===== src/rtl/eth_vlg_hdr_rx.sv =====
// eth_vlg_hdr_rx
// Receive-side header extractor. Collects the first HDR_LEN bytes of each
// packet into a flat vector (byte 0 at the MSBs, so it casts directly onto the
// packed protocol header structs), optionally validates the 16-bit
// ones'-complement header checksum, and forwards the rest of the packet as a
// payload stream with one cycle of latency.
//
// Ports:
//   clk, rst_n        clock, asynchronous active-low reset
//   in_dat/val/sof/eof input byte stream, W bytes per beat, no backpressure
//   hdr, hdr_val      captured header and its one-cycle valid pulse
//   chsum_ok          folded checksum == 16'hFFFF (tied 1 when CHSUM_EN=0)
//   err_short         one-cycle pulse: packet ended/restarted inside header
//   pld_dat/val/sof/eof payload stream
//   busy              high while collecting a header or forwarding payload
module eth_vlg_hdr_rx #(
  parameter int W        = 1,
  parameter int HDR_LEN  = 20,
  parameter int CHSUM_EN = 1
) (
  input  logic                 clk,
  input  logic                 rst_n,
  input  logic [W*8-1:0]       in_dat,
  input  logic                 in_val,
  input  logic                 in_sof,
  input  logic                 in_eof,
  output logic [HDR_LEN*8-1:0] hdr,
  output logic                 hdr_val,
  output logic                 chsum_ok,
  output logic                 err_short,
  output logic [W*8-1:0]       pld_dat,
  output logic                 pld_val,
  output logic                 pld_sof,
  output logic                 pld_eof,
  output logic                 busy
);

  localparam int NB = HDR_LEN / W;          // header beats
  localparam int CW = $clog2(NB) + 1;
  localparam int HB = HDR_LEN * 8;
  localparam int DW = W * 8;
  localparam logic [CW-1:0] LAST = CW'(NB - 1);

  typedef enum logic [1:0] {S_IDLE, S_HDR, S_PLD} state_t;

  state_t          state_q, state_d;
  logic [CW-1:0]   cnt_q, cnt_d;
  logic [31:0]     acc_q, acc_d;
  logic [HB-1:0]   hdr_buf_q, hdr_buf_d;
  logic [HB-1:0]   hdr_q, hdr_d;
  logic            hdr_val_q, hdr_val_d;
  logic            chsum_ok_q, chsum_ok_d;
  logic            err_short_q, err_short_d;
  logic [DW-1:0]   pld_dat_q, pld_dat_d;
  logic            pld_val_q, pld_val_d;
  logic            pld_sof_q, pld_sof_d;
  logic            pld_eof_q, pld_eof_d;
  logic            first_q, first_d;   // next payload beat is the first one

  // Beat decode
  logic            take_sof, take_hdr, hdr_done, hdr_short, take_pld;
  logic [CW-1:0]   slot;
  logic [31:0]     beat_sum;
  logic [16:0]     fold1, fold2;

  // State register
  always_ff @(posedge clk or negedge rst_n) begin
    if (!rst_n) state_q <= S_IDLE;
    else        state_q <= state_d;
  end

  // Next-state logic. An in_sof beat always starts a new header, whatever
  // state we are in; in_eof always returns to idle.
  always_comb begin
    state_d = state_q;
    if (take_hdr) begin
      if (in_eof)        state_d = S_IDLE;
      else if (hdr_done) state_d = S_PLD;
      else               state_d = S_HDR;
    end else if (take_pld && in_eof) begin
      state_d = S_IDLE;
    end
  end

  // Output / control decode
  always_comb begin
    take_sof  = in_val & in_sof;
    take_hdr  = take_sof | (in_val & (state_q == S_HDR));
    slot      = take_sof ? '0 : cnt_q;
    hdr_done  = take_hdr & (slot == LAST);
    // A restart inside the header is an error; so is an eof before the last
    // header beat (including a one-beat packet when the header spans beats).
    hdr_short = (take_sof & (state_q == S_HDR)) | (take_hdr & ~hdr_done & in_eof);
    take_pld  = in_val & ~in_sof & (state_q == S_PLD);
  end

  // Datapath next values
  always_comb begin
    // NOTE: every signal gets a default first so no path leaves it unassigned,
    // which would otherwise infer a latch.
    cnt_d       = cnt_q;
    acc_d       = acc_q;
    hdr_buf_d   = hdr_buf_q;
    hdr_d       = hdr_q;
    hdr_val_d   = 1'b0;
    chsum_ok_d  = chsum_ok_q;
    err_short_d = hdr_short;
    pld_val_d   = take_pld;
    pld_dat_d   = take_pld ? in_dat : pld_dat_q;
    pld_sof_d   = take_pld & first_q;
    pld_eof_d   = take_pld & in_eof;
    first_d     = take_pld ? 1'b0 : first_q;

    // Sum of the big-endian 16-bit words carried by this beat. With one byte
    // per beat the slot parity says whether it is the high or low byte.
    beat_sum = '0;
    if (W == 1) begin
      beat_sum = slot[0] ? {24'h0, in_dat[7:0]} : {16'h0, in_dat[7:0], 8'h0};
    end else begin
      for (int i = 0; i < W / 2; i++)
        beat_sum = beat_sum + {16'h0, in_dat[DW-1-16*i -: 16]};
    end

    if (take_hdr) begin
      hdr_buf_d[HB - (int'(slot) + 1) * DW +: DW] = in_dat;
      acc_d = (take_sof ? 32'h0 : acc_q) + beat_sum;
      cnt_d = (hdr_done || in_eof) ? '0 : slot + 1'b1;
    end

    fold1 = {1'b0, acc_d[15:0]} + {1'b0, acc_d[31:16]};
    fold2 = {1'b0, fold1[15:0]} + {16'h0, fold1[16]};

    if (hdr_done) begin
      hdr_d      = hdr_buf_d;
      hdr_val_d  = 1'b1;
      chsum_ok_d = (fold2[15:0] == 16'hFFFF);
      first_d    = 1'b1;
    end
  end

  // NOTE: the header buffer is reset along with everything else; it is a
  // plain register bank, and clearing it keeps hdr at 0 after reset.
  always_ff @(posedge clk or negedge rst_n) begin
    if (!rst_n) begin
      cnt_q       <= '0;
      acc_q       <= '0;
      hdr_buf_q   <= '0;
      hdr_q       <= '0;
      hdr_val_q   <= 1'b0;
      chsum_ok_q  <= 1'b0;
      err_short_q <= 1'b0;
      pld_dat_q   <= '0;
      pld_val_q   <= 1'b0;
      pld_sof_q   <= 1'b0;
      pld_eof_q   <= 1'b0;
      first_q     <= 1'b0;
    end else begin
      // NOTE: non-blocking assignments so every flop samples pre-edge values.
      cnt_q       <= cnt_d;
      acc_q       <= acc_d;
      hdr_buf_q   <= hdr_buf_d;
      hdr_q       <= hdr_d;
      hdr_val_q   <= hdr_val_d;
      chsum_ok_q  <= chsum_ok_d;
      err_short_q <= err_short_d;
      pld_dat_q   <= pld_dat_d;
      pld_val_q   <= pld_val_d;
      pld_sof_q   <= pld_sof_d;
      pld_eof_q   <= pld_eof_d;
      first_q     <= first_d;
    end
  end

  assign hdr       = hdr_q;
  assign hdr_val   = hdr_val_q;
  assign chsum_ok  = (CHSUM_EN != 0) ? chsum_ok_q : 1'b1;
  assign err_short = err_short_q;
  assign pld_dat   = pld_dat_q;
  assign pld_val   = pld_val_q;
  assign pld_sof   = pld_sof_q;
  assign pld_eof   = pld_eof_q;
  assign busy      = (state_q != S_IDLE);

endmodule

===== config.mk =====
export PLATFORM = sky130hd
export DESIGN_NAME = eth_vlg_hdr_rx
export DESIGN_NICKNAME = d
export VERILOG_FILES = /design/src/rtl/eth_vlg_hdr_rx.sv
export SDC_FILE = /design/constraint.sdc
export NUM_CORES = 1
export LEC_CHECK = 0
export BUFFER_PORTS_ARGS = -buffer_cell sky130_fd_sc_hd__buf_4
export CAP_MARGIN = 20
export CORE_MARGIN = 2
export CORE_UTILIZATION = 56
export CTS_BUF_LIST = sky130_fd_sc_hd__clkbuf_4 sky130_fd_sc_hd__clkbuf_8
export CTS_CLUSTER_DIAMETER = 80
export DETAILED_ROUTE_END_ITERATION = 6
export PLACE_DENSITY = 0.83
export SYNTH_ARGS = -nofsm -noshare
export SYNTH_HDL_FRONTEND = slang
export SYNTH_SLANG_ARGS = --single-unit

===== constraint.sdc =====
create_clock -name clk -period 14.2 [get_ports clk]
set_input_delay 2.13 -clock clk [delete_from_list [all_inputs] [get_ports clk]]
set_output_delay 2.13 -clock clk [all_outputs]
set_load 0.01 [all_outputs]

==> impl_table.tex <==
\begin{tabular}{lr}
\hline
Metric & Value \\
\hline
\multicolumn{2}{l}{\textbf{Logic synthesis}} \\
\quad Post-synthesis sequential area ratio & 0.5358 \\
\quad Synth Register Bits & 375 \\
\quad Dominant combinational cell family by area after synthesis & simple AND/OR/NAND/NOR gates \\
\quad Top post-synthesis cells by count & sky130\_fd\_sc\_hd\_\_dfrtp\_1, sky130\_fd\_sc\_hd\_\_nand2\_1, sky130\_fd\_sc\_hd\_\_mux2\_2 \\
\quad Most common cell in the synthesized netlist & sky130\_fd\_sc\_hd\_\_dfrtp\_1 \\
\quad Post-synth EDFFs & 0 \\
\quad Total nets after synthesis & 1651 \\
\quad Number of standard cells after synthesis & 1594 \\
\quad Area fraction in and, or, nand and nor cells after synthesis & 0.1508 \\
\quad Post-synthesis cell type with the largest combined area & sky130\_fd\_sc\_hd\_\_dfrtp\_1 \\
\quad Fraction of the mapped netlist area in compound gates & 0.09752 \\
\quad Synth Area in Adders & 0.03229 \\
\quad Commonest register cell after synthesis & sky130\_fd\_sc\_hd\_\_dfrtp\_1 \\
\quad Warnings from Yosys & 0 \\
\quad FFs w/ async S/R, synth & 1.000 \\
\quad Area contributors post-synth & sky130\_fd\_sc\_hd\_\_dfrtp\_1, sky130\_fd\_sc\_hd\_\_mux2\_2, sky130\_fd\_sc\_hd\_\_nand2\_1 \\
\quad Share of the synthesized netlist area taken by xor and xnor gates & 0.01615 \\
\quad Distinct cell type count of the synthesized netlist & 85 \\
\quad Summed instance area of the synthesized netlist & 17510 µm² \\
\quad Yosys top cell area share & 0.5358 \\
\quad Post-synthesis average cell area & 10.99 µm² \\
\quad Portion of netlist area occupied by mux cells & 0.1377 \\
\multicolumn{2}{l}{\textbf{Clock tree}} \\
\quad TritonCTS clock tree & done \\
\quad Buffer count from post-CTS setup fixing & 0 \\
\quad TritonCTS sink count & 375 \\
\quad CTS root buffer & sky130\_fd\_sc\_hd\_\_clkbuf\_8 \\
\quad Post-cts sizing count & 0 \\
\quad Clock buffers created by TritonCTS & 60 \\
\quad Cts-stage hold buffer count & 0 \\
\quad Clock insertion delay at the later pin of the skew report & 0.62 ns \\
\quad Clock-pin slew of the registers on the worst-case setup and hold paths & 0.06 ns \\
\quad H-Tree Depth & 2 \\
\quad CTS max path bufs & 3 \\
\multicolumn{2}{l}{\textbf{Timing}} \\
\quad Pin slew with the least headroom to its limit & 1.076 ns \\
\quad Shortest clock period the worst path allows after layout & 9.571 ns \\
\quad Setup Total Neg Slack & 0 ns \\
\quad Maximum frequency from static timing analysis & 0.1045 GHz \\
\quad Relative slew margins & 0.2826 \\
\quad Unrepaired setup endpoints after global routing & no \\
\quad Final Setup Violations & 0 \\
\quad Part of the cycle the worst path needs & 0.6740 \\
\quad Final hold violation count & 0 \\
\quad Fin Hold WS & 0.4655 ns \\
\quad Clk\_skew & 0.02361 ns \\
\quad Final slew viol count & 0 \\
\multicolumn{2}{l}{\textbf{Setup path}} \\
\quad Most common cell type on the critical path & sky130\_fd\_sc\_hd\_\_nand2\_1 \\
\quad Kind of critical path & in -> reg \\
\quad Crit end category & register \\
\quad Critical path data arrival time & 10.11 ns \\
\quad Maximum fanout along the worst path & 41 \\
\quad Cell type of the slowest stage on the worst timing path & sky130\_fd\_sc\_hd\_\_o31ai\_2 \\
\quad Biggest cell delay along the critical path & 0.89 ns \\
\quad Launching element type of the critical path & primary input \\
\quad Required time of the critical path & 14.74 ns \\
\multicolumn{2}{l}{\textbf{Placed design}} \\
\quad Sum of net half-perimeters after detailed placement & 29.02 mm \\
\quad Placed Area & 19160 µm² \\
\quad Routability Congestion & 0.8842 \\
\quad Count of input and output buffers & 187 \\
\multicolumn{2}{l}{\textbf{Power and ir drop}} \\
\quad Internal power & 0.001853 W \\
\quad Power spent charging and discharging nets & 0.0007139 W \\
\quad Net Sw Frac & 0.2781 \\
\quad Worst voltage drop across the vdd grid & 101.3 µV \\
\quad Clock network fraction of design power & 0.391 \\
\quad Sequential power share & 0.448 \\
\quad Combinational group share of total power & 0.161 \\
\quad Leakage power & 10.28 nW \\
\quad Power per standard cell area & 124.7 nW/µm² \\
\multicolumn{2}{l}{\textbf{Drt}} \\
\quad Vias & 13180 \\
\quad Pre-Repair DR Iteration Count & 7 \\
\quad Avg WL per Cell & 19.42 µm \\
\quad Number of violations reported at the end of detailed-routing iteration 0 & 905 \\
\quad DRC errors left & 0 \\
\quad Average via count per standard cell & 5.960 \\
\quad Detailed Route WL & 42.94 mm \\
\quad Residual antenna-violating net count after detailed routing & 0 \\
\multicolumn{2}{l}{\textbf{Final layout}} \\
\quad Layout filler cell count & 2217 \\
\quad Synthesis-to-finish area growth & 17.50\% \\
\quad Total non-filler cell area in the finished layout & 20580 µm² \\
\quad Area of all sequential standard cells & 9384 µm² \\
\quad Final layout net count & 1828 \\
\quad Fraction of layout cells with a size suffix above 1 & 0.2937 \\
\quad Antenna diode count & 0 \\
\quad Final design utilization & 0.6709 \\
\quad Area of the multi-input gates & 7632 µm² \\
\multicolumn{2}{l}{\textbf{Global route}} \\
\quad Number of antenna violations at the first check in global routing & 0 \\
\quad Pin count of the biggest net entering global routing & 156 \\
\quad GRT Overall Usage & 0.2635 \\
\quad First-pass GRT wire length & 69.81 mm \\
\quad Grt ovf & 0 \\
\quad Vias in the first global route & 13170 \\
\multicolumn{2}{l}{\textbf{Die}} \\
\quad Width of the die & 180.8 µm \\
\quad Top-Level Pins & 188 \\
\quad Initial cell density of the core & 0.5710 \\
\quad Placeable core region & 30670 µm² \\
\quad Number of standard-cell rows in the floorplan & 64 \\
\quad Height of the chip & 180.8 µm \\
\quad Full die area & 32700 µm² \\
\multicolumn{2}{l}{\textbf{Min path}} \\
\quad Worst min-delay path category & reg -> reg \\
\multicolumn{2}{l}{\textbf{Status}} \\
\quad Status & complete, no violations \\
\multicolumn{2}{l}{\textbf{Job}} \\
\quad Total of max-cap violations & 0 \\
\hline
\end{tabular}
==> power groups by stage <==
stage / registers (W) / clock network [W] / logic, W
after floorplan: 0.00116 / 0 / 0.000294
after global placement: 0.00117 / 0 / 0.000394
after detailed placement: 0.00117 / 0 / 0.000406
after CTS: 0.00115 / 0.00101 / 0.000409
after global routing: 0.00116 / 0.00107 / 0.000465
final: 0.00115 / 0.00100 / 0.000412
==> metrics by stage <==
step | total power, W | setup slack, ns | instances
6_report | 0.002567 | 4.629 | 2211
5_1_grt | 0.002693 | 3.759 | 2211
4_1_cts | 0.002573 | 4.716 | 2207
3_5_place_dp | 0.001574 | 4.142 | 2101
3_3_place_gp | 0.001560 | 4.340 | 2101
2_1_floorplan | 0.001452 | 5.273 | 1594
==> flip-flops by register name (all words and copies together) (netlist names) <==
signal and count:
hdr_val 1, pld_eof 1, cnt_q 6, pld_dat 8, err_short 1, state_q 2, first_q 1, hdr 160
chsum_ok 1, pld_sof 1, acc_q 32, pld_val 1, hdr_buf_q 160
==> per-layer routing <==
metal / global-route usage / up-vias / share of wire
met5: 0 / - / 0
met4: 0.1032 / 0 / 0.036
met3: 0.04838 / 121 / 0.069
met2: 0.4246 / 530 / 0.48
met1: 0.3566 / 6543 / 0.42
li1: - / 5984 / -
==> worst paths after layout <==
check / startpoint / to / slack (ns) / cells after the start
setup / recovery: in_sof / chsum_ok / 4.63 / 36
hold / removal: hdr[58] / hdr[58] / 0.47 / 2
setup reg to reg: cnt_q[0] / chsum_ok / 6.03 / 33
hold reg to reg: hdr[58] / hdr[58] / 0.47 / 2
max in group asynchronous: rst_n / acc_q[25] / 11.20 / 2
min in group asynchronous: rst_n / hdr[26] / 1.59 / 1
==> worst max-delay path, delay by kind of cell <==
kind            cells  cell delay (ns)
compound gates     16             3.73
simple gates       11             2.16
fa+ha+maj           5             1.17
buf+inv             4             0.89
==> layout by cell type, fill, tap and decap left out, types with 16 or more instances in the layout <==
master	netlist	layout
sky130_fd_sc_hd__nand4_1	27	27
sky130_fd_sc_hd__nor2_1	96	96
sky130_fd_sc_hd__nand3_1	31	31
sky130_fd_sc_hd__and3_1	16	16
sky130_fd_sc_hd__or3_1	16	16
sky130_fd_sc_hd__clkbuf_4	0	18
sky130_fd_sc_hd__and2_1	35	35
sky130_fd_sc_hd__nand2_1	216	215
sky130_fd_sc_hd__buf_4	3	196
sky130_fd_sc_hd__mux2i_1	25	25
sky130_fd_sc_hd__mux2_2	188	188
sky130_fd_sc_hd__o21ai_0	131	131
sky130_fd_sc_hd__clkbuf_8	0	76
sky130_fd_sc_hd__ha_1	42	42
sky130_fd_sc_hd__nor3_1	25	25
sky130_fd_sc_hd__a21oi_1	38	38
sky130_fd_sc_hd__inv_1	39	39
sky130_fd_sc_hd__dfrtp_1	375	375
==> logic make-up after synthesis <==
group                      Yosys count
and+or+nand+nor                    534
DFF                                375
AOI/OAI and AO/OA                  272
muxes                              216
buffers and inverters              126
adders and majority gates           44
xor gates and xnor gates            27
==> layout make-up <==
| type | instances | area share |
|---|---|---|
| clock buffer | 94 | 0.05740 |
| multi-input combinational | 1093 | 0.3709 |
| tap | 396 | 0.02408 |
| timing repair buffer | 202 | 0.07716 |
| sequential | 375 | 0.4560 |
| inverter | 39 | 0.007114 |
| clock inverter | 12 | 0.007297 |
Power figures use the tool's default switching activity.
